--- src/rtl/s2p.sv ---
// Serial-to-parallel deserializer: N bits LSB first in over valid/ready, one registered word out.
// Optional even-parity frame check is enabled with `define S2P_PARITY_EN (frame = N data + 1 parity bit).
module s2p #(
  parameter int N = 8
) (
  input  logic         clk,
  input  logic         rstn,
  input  logic         ser_data,
  input  logic         ser_valid,
  output logic         ser_ready,
  output logic [N-1:0] par_data,
  output logic         par_valid,
  input  logic         par_ready,
  output logic         par_err
);

`ifdef S2P_PARITY_EN
  localparam int NB = N + 1;
`else
  localparam int NB = N;
`endif
  localparam int CW = $clog2(NB + 1);
  // The last bit of a frame is never shifted in, so the shifter only needs NB-1 bits.
  localparam int SW = NB - 1;
  localparam logic [CW-1:0] LAST = CW'(NB - 1);

  logic [CW-1:0] r_count;
  logic [SW-1:0] r_shift;
  logic [N-1:0]  r_par_data;
  logic          r_par_valid;

  logic          w_bit_acc;
  logic          w_last;
  logic [SW-1:0] w_shift_next;
  logic [N-1:0]  w_word;

  assign w_last    = (r_count == LAST);
  assign ser_ready = !(w_last && r_par_valid);
  assign w_bit_acc = ser_valid && ser_ready;

  generate
    if (SW == 1) begin : g_shift_one
      assign w_shift_next = ser_data;
    end else begin : g_shift_many
      assign w_shift_next = {ser_data, r_shift[SW-1:1]};
    end
  endgenerate

`ifdef S2P_PARITY_EN
  assign w_word = r_shift;
`else
  assign w_word = {ser_data, r_shift};
`endif

  always_ff @(posedge clk or negedge rstn) begin
    if (!rstn) begin
      r_count     <= '0;
      r_shift     <= '0;
      r_par_data  <= '0;
      r_par_valid <= 1'b0;
    end else begin
      if (w_bit_acc && !w_last) begin
        r_shift <= w_shift_next;
        r_count <= r_count + CW'(1);
      end
      // A load and a pop cannot coincide: ser_ready holds off the last bit while full.
      if (w_bit_acc && w_last) begin
        r_count     <= '0;
        r_par_data  <= w_word;
        r_par_valid <= 1'b1;
      end else if (r_par_valid && par_ready) begin
        r_par_valid <= 1'b0;
      end
    end
  end

`ifdef S2P_PARITY_EN
  logic r_par_err;

  always_ff @(posedge clk or negedge rstn) begin
    if (!rstn) begin
      r_par_err <= 1'b0;
    end else if (w_bit_acc && w_last) begin
      r_par_err <= ^{r_shift, ser_data};
    end
  end

  assign par_err = r_par_err;
`else
  assign par_err = 1'b0;
`endif

  assign par_data  = r_par_data;
  assign par_valid = r_par_valid;

endmodule

--- config.mk ---
export PLATFORM = sky130hd
export DESIGN_NAME = s2p
export DESIGN_NICKNAME = d
export VERILOG_FILES = /design/src/rtl/s2p.sv
export SDC_FILE = /design/constraint.sdc
export NUM_CORES = 1
export LEC_CHECK = 0
export CAP_MARGIN = 10
export CELL_PAD_IN_SITES_DETAIL_PLACEMENT = 0
export CELL_PAD_IN_SITES_GLOBAL_PLACEMENT = 1
export CORE_AREA = 3 3 48 50
export CTS_CLUSTER_DIAMETER = 150
export CTS_CLUSTER_SIZE = 8
export DETAILED_ROUTE_END_ITERATION = 12
export DIE_AREA = 0 0 51 53
export PLACE_DENSITY_LB_ADDON = 0.1
export SYNTH_ARGS = -nofsm -noshare
export SYNTH_HDL_FRONTEND = slang
export SYNTH_SLANG_ARGS = --single-unit
--- constraint.sdc ---
create_clock -name clk -period 3.2 [get_ports clk]
set_clock_uncertainty 0.15 [all_clocks]
set_input_delay 0.64 -clock clk [delete_from_list [all_inputs] [get_ports clk]]
set_output_delay 0.64 -clock clk [all_outputs]
set_load 0.01 [all_outputs]
# Yosys cells after proc, flatten, opt, wreduce, memory -nomap -nowiden
# Cells that the tools add are included.
# W data, S select, Z words.
[totals]
reg_bits = 20
output_inout_bits = 11
[op_classes]
eq_ne = 1
add_sub_neg = 1
mux = 4
reduce_logical = 9
[ops]
columns = ["op", "count"]
rows = [
  ["$mux W4", 2],
  ["$logic_and A1 B1 Y1", 5],
  ["$add A4 B1 Y4 const B", 1],
  ["$eq A4 B3 Y1 const B", 1],
  ["$reduce_bool A2 Y1", 2],
  ["$logic_not A1 Y1", 2],
  ["$mux W1", 2],
]

# Depth between registers and ports, before layout
# Gate-level depths: netlist of run 1.
[depth]
depth_word = 7
mapped_depth = 4
depth_no_buf = 4

# Worst setup path before layout of run 1
# Ideal clock, no wire load.
[synth_path]
kind = "register to register"
start = "reg r_count[0]"
end = "reg r_par_data[7], in the netlist par_data[7]"
arrival_ns = 1.457
slack_ns = 1.468
n_path_buf = 0
required_time_ns = 2.925
period_less_slack_ns = 1.732
setup_ns = 0.125
path_stages_with_launch = 5
cell_sequence = "dfrtp_1 -> ha_1 -> nand3b_4 -> nor3b_4 -> mux2_2"
[synth_via]
elab_chain_len = 5
[synth_lines]
columns = ["element", "line_no", "source"]
rows = [
  ["start: declaration", "27", "logic [CW-1:0] r_count;"],
  ["start signal: assignment", "64", "r_count <= r_count + CW'(1);"],
  ["$eq A4 B3 Y1 *", "37", "assign w_last = (r_count == LAST);"],
  ["$logic_and A1 B1 Y1", "38", "assign ser_ready = !(w_last && r_par_valid);"],
  ["$logic_not A1 Y1", "38", ""],
  ["$logic_and A1 B1 Y1", "39", "assign w_bit_acc = ser_valid && ser_ready;"],
  ["$logic_and A1 B1 Y1 *", "67", "if (w_bit_acc && w_last) begin"],
  ["end signal: assignment", "69", "r_par_data <= w_word;"],
  ["end: declaration", "29", "logic [N-1:0] r_par_data;"],
]
# Every way passes the cells marked *; elsewhere a longest branch is shown, timed or not.
# A chain may end at the register's enable or synchronous reset.

# Worst setup path after layout of run 1
[layout_path]
start = "reg r_count[0]"
end = "out ser_ready"
[layout_via]
elab_chain_len = 3
[layout_lines]
columns = ["element", "line_no", "source"]
rows = [
  ["$eq A4 B3 Y1", "37", ""],
  ["$logic_and A1 B1 Y1", "38", ""],
  ["$logic_not A1 Y1", "38", ""],
  ["end: declaration", "10", "output logic ser_ready,"],
]
# No other way between the ends.

==> results of run 1 <==
## metal layers
metal	part of all wire (%)	routed length (um)	global-route usage, %
met4	0	0	6.73
met2	48	608	18.2
met3	4.3	55	3.66
met5	0	0	0
met1	48	613	13.4
## flip-flops by register name, indices dropped and copies added, names as in the netlist
name	cells
par_valid	1
par_data	8
r_count	4
r_shift	7
## cell type report
cell class                      instances  area (sq um)
Fill cell                             187           912
Inverter                                2          7.51
Multi-Input combinational cell         33           312
Clock buffer                            4          36.3
Timing Repair Buffer                   14           140
Sequential cell                        20           500
Tap cell                               27          33.8
## how the worst max path moves through the flow
stage / from / to / slack [ps] / depth (start not counted)
2_1_floorplan: r_count[0]$_DFFE_PN0P_ / par_data[7]$_DFFE_PN0P_ / 1470 / 4
3_3_place_gp: ser_valid / par_data[3]$_DFFE_PN0P_ / 830 / 3
3_5_place_dp: ser_valid / par_data[1]$_DFFE_PN0P_ / 790 / 3
4_1_cts: r_count[0]$_DFFE_PN0P_ / ser_ready / 670 / 3
5_1_grt: r_count[0]$_DFFE_PN0P_ / ser_ready / 580 / 3
6_report: r_count[0]$_DFFE_PN0P_ / ser_ready / 680 / 3
## synthesized netlist by cell type
master | n | area [sq um]
nand4b_1 | 1 | 8.76
ha_1 | 1 | 12.5
a21oi_1 | 3 | 15.0
nor3b_4 | 1 | 18.8
o21bai_1 | 1 | 7.51
conb_1 | 1 | 3.75
nand3b_4 | 1 | 20.0
dfrtp_1 | 20 | 500
a21boi_0 | 1 | 7.51
nor3_1 | 1 | 5.00
buf_4 | 1 | 7.51
nand2_1 | 3 | 11.3
mux2_2 | 16 | 180
inv_1 | 2 | 7.51
nand4_1 | 1 | 6.26
a21o_1 | 2 | 15.0
## cell families (layout without fill, tap and decap cells)
kind of cell | after synthesis | after routing | share of synthesized area, %
fa+ha+maj | 1 | 1 | 1.51
simple gates | 8 | 8 | 8.47
flops | 20 | 20 | 60.5
other cells | 1 | 1 | 0.453
compound gates | 7 | 7 | 5.45
mux | 16 | 16 | 21.8
buf+inv | 3 | 20 | 1.82
## power breakdown
part | leakage [nW] | switching (W) | internal (W) | total [W]
registers | 0.241 | 0.0000847 | 0.000372 | 0.000457
logic | 0.199 | 0.000121 | 0.000222 | 0.000343
clock network | 0.0210 | 0.0000724 | 0.0000693 | 0.000142
## critical path: cells and delay by family, from the launching register on
kind | cells | cell delay, ps
adder cells (fa/ha/maj) | 1 | 290
AND/OR/NAND/NOR | 1 | 170
buffers and inverters | 1 | 560
flip-flops | 1 | 420
## through the flow
step                      setup slack [ps]  hold WS [ps]  std cells  cell area [sq um]  power [W]
after CTS                              667           364        100               1030   0.000960
after global routing                   581           392        100               1030    0.00101
after global placement                 833           339         96                993   0.000807
after detailed placement               785           346         96                993   0.000811
final                                  677           366        100               1030   0.000942
after floorplan                       1470           194         56                827   0.000652
==> summary.txt, run 1 <==
Logic synthesis
  – Post-Syn Instances: 56
  – Synth Net Count: 62
  – Avg Cell Area, Syn: 14.8 sq um
  – Unique masters post-synth: 16
  – Flops & latches, synth: 20
  – Synth Cell Area: 827 sq um
  – Sequential fraction of the synthesis area: 60.5%
  – Syn. warnings: 0

CTS
  – Htree depth: 1
  – Clk sinks: 20
  – CTS tree: done
  – CTS root buffer: clkbuf_4
  – Setup Buffers After CTS: 0
  – Clk_lat worst skew: 290 ps
  – Hold_buf cts: 0
  – Clock tree buffer depth: 2
  – Total CTS buffers: 3
  – CTS-repair resized insts: 0
  – Reg clk slew, reported paths: 110 ps

Worst setup path
  – Crit start category: flip-flop
  – Worst R2R Start: r_count[0]$_DFFE_PN0P_
  – Critical path class: reg2out
  – Cell count of the worst reg-to-reg path: 4
  – R2R setup slack: 1250 ps
  – Cells along the critical path: ha_1 > nand4b_1 > clkdlybuf4s50_1
  – CP max FO: 5
  – Slowest-stage cell, CP: clkdlybuf4s50_1
  – CP max stage delay: 560 ps
  – Crit path required time: 2410 ps
  – Reg2reg end: par_data[2]$_DFFE_PN0P_
  – WP data arrival: 1730 ps
  – Nature of the critical path endpoint: output pin

Layout
  – Final net count: 80
  – Most frequent cells in the layout: dfrtp_1, mux2_2, clkdlybuf4s50_1
  – Final Core Density: 53.0%
  – Synthesis-to-finish area growth: 24.5%
  – Diode count: 0
  – Commonest non-fill, non-tap cell in the layout: dfrtp_1
  – Fraction of layout cells with a size suffix above 1: 30.1%

GRT
  – Vias in the first global route: 503
  – Initial antenna violation count: 0
  – GRT Total Usage: 11.4%
  – First-pass GRT wire length: 2.20 mm
  – Largest net degree at the start of global routing: 21
  – GRT overflow: 0

Floorplanning
  – Std-Cell Rows: 16
  – IO Pins: 16
  – Core region area: 1940 sq um
  – Initial core utilization: 42.6%
  – Die X: 51 um
  – Die ar.: 2700 sq um
  – Die Y: 53 um

Placed design
  – RePlAce Congestion: 0.713
  – PortBufs: 14
  – Post-DP HPWL: 889 um

STA
  – Tcrit/Tclk final: 78.8%
  – Fin. Hold Viols: 0
  – Least-Margin Pin Slew: 852 ps
  – Minimum clock period: 2520 ps
  – Final setup vio count: 0
  – Fmax: 0.396 GHz
  – Setup tns final: 0 ps
  – RSZ-0062 raised after global routing: false
  – Max-slew violation count: 0
  – Slew headroom: 43.0%

Power
  – Largest vdd supply drop: 0.458 mV
  – Leak pwr: 0.461 nW
  – PwrDens: 915 nW/um^2

Job
  – MaxCap Viol Count: 0

Worst hold path
  – WHS Path Cells: 1
  – Hold Path End: par_data[0]$_DFFE_PN0P_
  – Hold_sp: par_data[0]$_DFFE_PN0P_
  – HP Class: reg2reg

Drt
  – Overall routed net length: 1.28 mm
  – Number of remaining DRC errors: 0
  – DRT Pass-1 Iters: 2
  – DR vias: 466
  – Routed WL per cell: 12.8 um
  – Vias per cell: 4.66
  – Final antenna-violating net count: 0
  – DR iter-0 viols: 2

Run status
  – Status: finished clean
Note: power is estimated with default switching activity, not from simulation.
==> run 2: changes to the inputs <==
Settings changed: CORE_AREA 3 3 48 50 to 3 3 52 54, DIE_AREA 0 0 51 53 to 0 0 55 57.
Clock period 3.2 ns to 2.3 ns, I/O delays scaled along.
==> run 2 against run 1 <==
  * Via count grew 8.4%
  * Core utilization shrank 5.4 points
  * Sequential cell count unchanged
  * Setup slack worse by 330 ps
  * Cell count grew 4.0%
  * Die area up 16%
  * Register-to-register slack got worse by 690 ps
  * Hold slack got worse by 33 ps
  * Non-clock buffer count increased by 3
  * Sequential share of layout area down 2.0 points
  * Routed wire length rose by 3.1%
  * Sequential power increased by 40%
  * Largest cell class unchanged
  * Largest power group unchanged
  * Highest routed layer is now met4
==> summary.txt, run 2 (same netlist as run 1, synthesis figures left out) <==
Power
  – Clock power share: 20.1%
  – Psw: 0.000395 W
  – Flop pwr share: 45.5%
  – Leak pwr: 0.481 nW
  – PwrDens: 1310 nW/um^2
  – P_int: 0.00101 W
  – Sw Ratio: 28.1%
  – Combinational Power Share: 34.4%
  – Largest vdd supply drop: 0.569 mV
  – Pwr Total: 0.00141 W

STA
  – Setup tns final: 0 ps
  – Tcrit/Tclk final: 84.9%
  – Fin. Hold Viols: 0
  – Final setup vio count: 0
  – RSZ-0062 raised after global routing: false
  – Minimum clock period: 1950 ps
  – Setup ws final: 348 ps
  – Fmax: 0.512 GHz
  – Max-slew violation count: 0

CTS
  – Total CTS buffers: 3
  – Htree depth: 1
  – Setup Buffers After CTS: 0
  – CTS root buffer: clkbuf_4
  – Clock tree buffer depth: 2
  – CTS tree: done
  – Reg clk slew, reported paths: 120 ps
  – Clk sinks: 20
  – Clk_lat worst skew: 300 ps

Floorplanning
  – Core region area: 2250 sq um
  – IO Pins: 16
  – Std-Cell Rows: 17
  – Initial core utilization: 36.7%
  – Die ar.: 3140 sq um
  – Die X: 55 um
  – Die Y: 57 um

GRT
  – Initial antenna violation count: 0
  – GRT overflow: 0
  – Largest net degree at the start of global routing: 21
  – GRT Total Usage: 10.1%
  – First-pass GRT wire length: 2.26 mm
  – Vias in the first global route: 516

Worst setup path
  – Nature of the critical path endpoint: output pin
  – Cells along the critical path: clkdlybuf4s50_1
  – Delay-heaviest family, CP: buffers and inverters
  – Crit start category: flip-flop
  – Crit path required time: 1690 ps
  – Slowest-stage cell, CP: clkdlybuf4s50_1
  – CP max FO: 5
  – Critical path class: reg2out
  – WP data arrival: 1340 ps
  – CP max stage delay: 570 ps
  – WP buf/inv: 1

Placed design
  – Post-Place Worst Slack: 292 ps
  – RePlAce Congestion: 0.658
  – Post-DP HPWL: 967 um
  – Placed insts: 100
  – PortBufs: 14

Layout
  – Diode count: 0
  – Final Non-Filler Cells: 104
  – Fraction of layout cells with a size suffix above 1: 34.2%
  – Commonest non-fill, non-tap cell in the layout: dfrtp_1
  – Most frequent cells in the layout: dfrtp_1, mux2_2, clkdlybuf4s50_1
  – Fill count: 220
  – Final Core Density: 47.7%
  – Max FFs per register: 8
  – Synthesis-to-finish area growth: 30.0%
  – Final net count: 83

Worst hold path
  – HP Class: in2async

Drt
  – DRT Pass-1 Iters: 4
  – Routed WL per cell: 12.7 um
  – DR iter-0 viols: 2
  – DR vias: 505
  – Final antenna-violating net count: 0
  – Overall routed net length: 1.32 mm
  – Number of remaining DRC errors: 0
  – Vias per cell: 4.86

Run status
  – Status: finished clean

Job
  – MaxCap Viol Count: 0
-- run 2: changes by cell type in the layout (fill, tap and decap cells not counted), sizes merged --
cell / previous run / this run
buf: 0 / 3
clkbuf: 4 / 3
bufinv: 0 / 1
clkdlybuf4s50: 14 / 13
dlymetal6s2s: 0 / 1
-- run 2: cell type report --
| class | count | area [sq um] | share of cell area (%) |
|---|---|---|---|
| Timing Repair Buffer | 17 | 165 | 15.4 |
| Clock inverter | 1 | 30.0 | 2.79 |
| Inverter | 2 | 7.51 | 0.698 |
| Clock buffer | 3 | 22.5 | 2.10 |
| Sequential cell | 20 | 500 | 46.6 |
| Multi-Input combinational cell | 33 | 314 | 29.2 |
| Tap cell | 28 | 35.0 | 3.26 |
-- run 2: power groups by stage --
stage	registers, W	clock network [W]	logic [W]
after global routing	0.000669	0.000308	0.000537
after detailed placement	0.000653	0	0.000490
after CTS	0.000645	0.000290	0.000495
final	0.000639	0.000283	0.000483
after floorplan	0.000656	0	0.000251
after global placement	0.000643	0	0.000484
-- run 2: path summary, 6_finish.rpt --
path / to / start / depth (start not counted) / slack [ps]
max: par_valid / par_valid$_DFFE_PN0P_ / 1 / 350
min in group clk: par_data[0]$_DFFE_PN0P_ / r_shift[0]$_DFFE_PN0P_ / 1 / 370
max reg2reg: par_data[2]$_DFFE_PN0P_ / r_count[0]$_DFFE_PN0P_ / 5 / 560
min reg2reg: par_data[0]$_DFFE_PN0P_ / r_shift[0]$_DFFE_PN0P_ / 1 / 370
min: r_shift[3]$_DFFE_PN0P_ / rstn / 2 / 330
max in group asynchronous: par_data[0]$_DFFE_PN0P_ / rstn / 2 / 1460
-- run 2: timing repair --
item                       CTS  global route
hold buffers                 0             0
resized for setup            1             1
setup endpoints to repair    1             1
-- run 2: metrics by stage --
step	instance area (sq um)	hold slack, ps
detailed placement	1020	349
CTS	1070	338
global placement	1020	338
finish	1070	333
floorplan	827	14.4
global route	1070	336
-- run 2: metal layers --
metal	wire, um	global-route usage (%)
met5	0	0
met4	12	5.21
met3	86	3.92
met2	635	15.2
met1	582	12.4
==> run 3: changes to the inputs <==
Settings changed: CORE_AREA 3 3 52 54 to 3 3 50 52, DIE_AREA 0 0 55 57 to 0 0 53 55.
Clock period 2.3 ns to 1.9 ns, I/O delays scaled along.
==> run 3 against run 2 <==
  * Sequential share of layout area decreased by 0.68 points
  * Clock power increased by 20%
  * Die area decreased by 7.0%
  * Highest routed layer unchanged
  * Routed wire length is 0.99% lower
  * Cell area grew 1.7%
  * Core utilization grew 3.2 points
  * Non-clock buffer count grew 2
==> summary.txt, run 3 (same netlist as run 1, synthesis figures left out) <==
Run status
  – Status: finished clean

CTS
  – Total CTS buffers: 3
  – Htree depth: 1
  – CTS tree: done
  – Clk sinks: 20
  – Clock tree buffer depth: 2
  – Reg clk slew, reported paths: 110 ps
  – Clk_lat worst skew: 290 ps
  – CTS root buffer: clkbuf_4
  – Hold_buf cts: 0

Drt
  – Vias per cell: 4.75
  – Final antenna-violating net count: 0
  – Overall routed net length: 1.30 mm
  – Routed WL per cell: 12.3 um
  – DRT Pass-1 Iters: 4
  – Number of remaining DRC errors: 0
  – DR iter-0 viols: 2
  – DR vias: 503

Layout
  – Most frequent cells in the layout: dfrtp_1, mux2_2, clkdlybuf4s50_1, buf_4
  – Max FFs per register: 8
  – Sequential cell area: 502 sq um
  – Final net count: 85
  – Fraction of layout cells with a size suffix above 1: 37.2%
  – Fill count: 198
  – Commonest non-fill, non-tap cell in the layout: dfrtp_1
  – Area of the multi-input gates: 312 sq um
  – Synthesis-to-finish area growth: 32.2%
  – Final Core Density: 50.9%
  – Diode count: 0

STA
  – Fmax: 0.551 GHz
  – Final setup vio count: 0
  – Tcrit/Tclk final: 95.5%
  – Setup ws final: 85.1 ps
  – Fin. Hold Viols: 0
  – RSZ-0062 raised after global routing: false
  – Setup tns final: 0 ps
  – Minimum clock period: 1810 ps
  – Max-slew violation count: 0
  – Hold WS: 250 ps

Worst setup path
  – WP buf/inv: 1
  – Crit path required time: 1370 ps
  – CP max FO: 5
  – Cells along the critical path: clkdlybuf4s50_1
  – Delay-heaviest family, CP: buffers and inverters
  – WP data arrival: 1280 ps
  – Slowest-stage cell, CP: clkdlybuf4s50_1
  – Critical path class: reg2out
  – CP max stage delay: 550 ps
  – Crit start category: flip-flop
  – Nature of the critical path endpoint: output pin

Floorplanning
  – Std-Cell Rows: 17
  – Die X: 53 um
  – Die ar.: 2920 sq um
  – Initial core utilization: 38.5%
  – Core region area: 2150 sq um
  – IO Pins: 16
  – Die Y: 55 um

Job
  – MaxCap Viol Count: 0

GRT
  – Initial antenna violation count: 0
  – Vias in the first global route: 478
  – GRT overflow: 0
  – First-pass GRT wire length: 2.19 mm
  – GRT Total Usage: 11.1%
  – Largest net degree at the start of global routing: 21

Power
  – PwrDens: 1570 nW/um^2
  – Largest vdd supply drop: 0.737 mV
  – Psw: 0.000477 W
  – Leak pwr: 0.493 nW
  – Flop pwr share: 45.2%
  – P_int: 0.00124 W
  – Combinational Power Share: 35.0%
  – Sw Ratio: 27.8%
  – Clock power share: 19.8%

Placed design
  – PortBufs: 14
  – RePlAce Congestion: 0.739
  – Post-Place Worst Slack: 25.3 ps
  – Post-DP HPWL: 918 um

Worst hold path
  – HP Class: in2async
-- run 3: cell types whose count changed in the layout (fill, tap and decap cells not counted), sizes merged --
cell,change
buf,+2
clkbuf,+1
dlymetal6s2s,-1
-- run 3: area by class of cell --
cell class / count / share of cell area [%]
clock buffer: 3 / 2.06
multi-input combinational: 33 / 28.5
tap: 28 / 3.20
inverter: 2 / 0.686
sequential: 20 / 45.9
clock inverter: 1 / 2.75
timing repair buffer: 19 / 16.9
-- run 3: worst register-to-register path, stage by stage (launching register included) --
cell and delay (ps):
dfrtp_1 400, ha_1 180, buf_4 140, nand3b_4 90, nor3b_4 240, buf_12 160
mux2_2 330
-- run 3: worst paths after layout --
check | start | endpoint | slack [ps] | cells past startpoint
hold reg to reg | r_count[0]$_DFFE_PN0P_ | r_count[0]$_DFFE_PN0P_ | 360 | 1
setup / recovery | par_valid$_DFFE_PN0P_ | par_valid | 90 | 1
max in group asynchronous | rstn | par_valid$_DFFE_PN0P_ | 1130 | 2
min in group clk | r_count[0]$_DFFE_PN0P_ | r_count[0]$_DFFE_PN0P_ | 360 | 1
setup reg to reg | r_count[0]$_DFFE_PN0P_ | par_data[6]$_DFFE_PN0P_ | 110 | 6
hold / removal | rstn | r_shift[0]$_DFFE_PN0P_ | 250 | 2
-- run 3: through the flow --
| stage | power [W] | cell area [sq um] | instances |
|---|---|---|---|
| floorplan | 0.00110 | 827 | 56 |
| global placement | 0.00138 | 1040 | 102 |
| detailed placement | 0.00140 | 1040 | 102 |
| CTS | 0.00174 | 1100 | 106 |
| global route | 0.00184 | 1090 | 106 |
| finish | 0.00172 | 1090 | 106 |
-- run 3: power groups by stage --
stage          logic (W)  clock network (W)  registers, W
2_1_floorplan   0.000303                  0      0.000794
3_3_place_gp    0.000606                  0      0.000777
3_5_place_dp    0.000612                  0      0.000785
6_report        0.000600           0.000340      0.000775
4_1_cts         0.000612           0.000357      0.000776
5_1_grt         0.000664           0.000375      0.000806
-- run 3: layer usage --
metal	wire length, um	up-vias	track usage (%)
met5	0	-	0
met4	12	0	7.66
met3	79	2	3.49
met2	584	17	14.9
met1	628	245	15.0
li1	-	239	-
-- run 3: timing repair --
action / CTS / global route
resized for setup: 1 / 3
buffers inserted: 0 / 0
endpoints found under the setup margin: 1 / 2
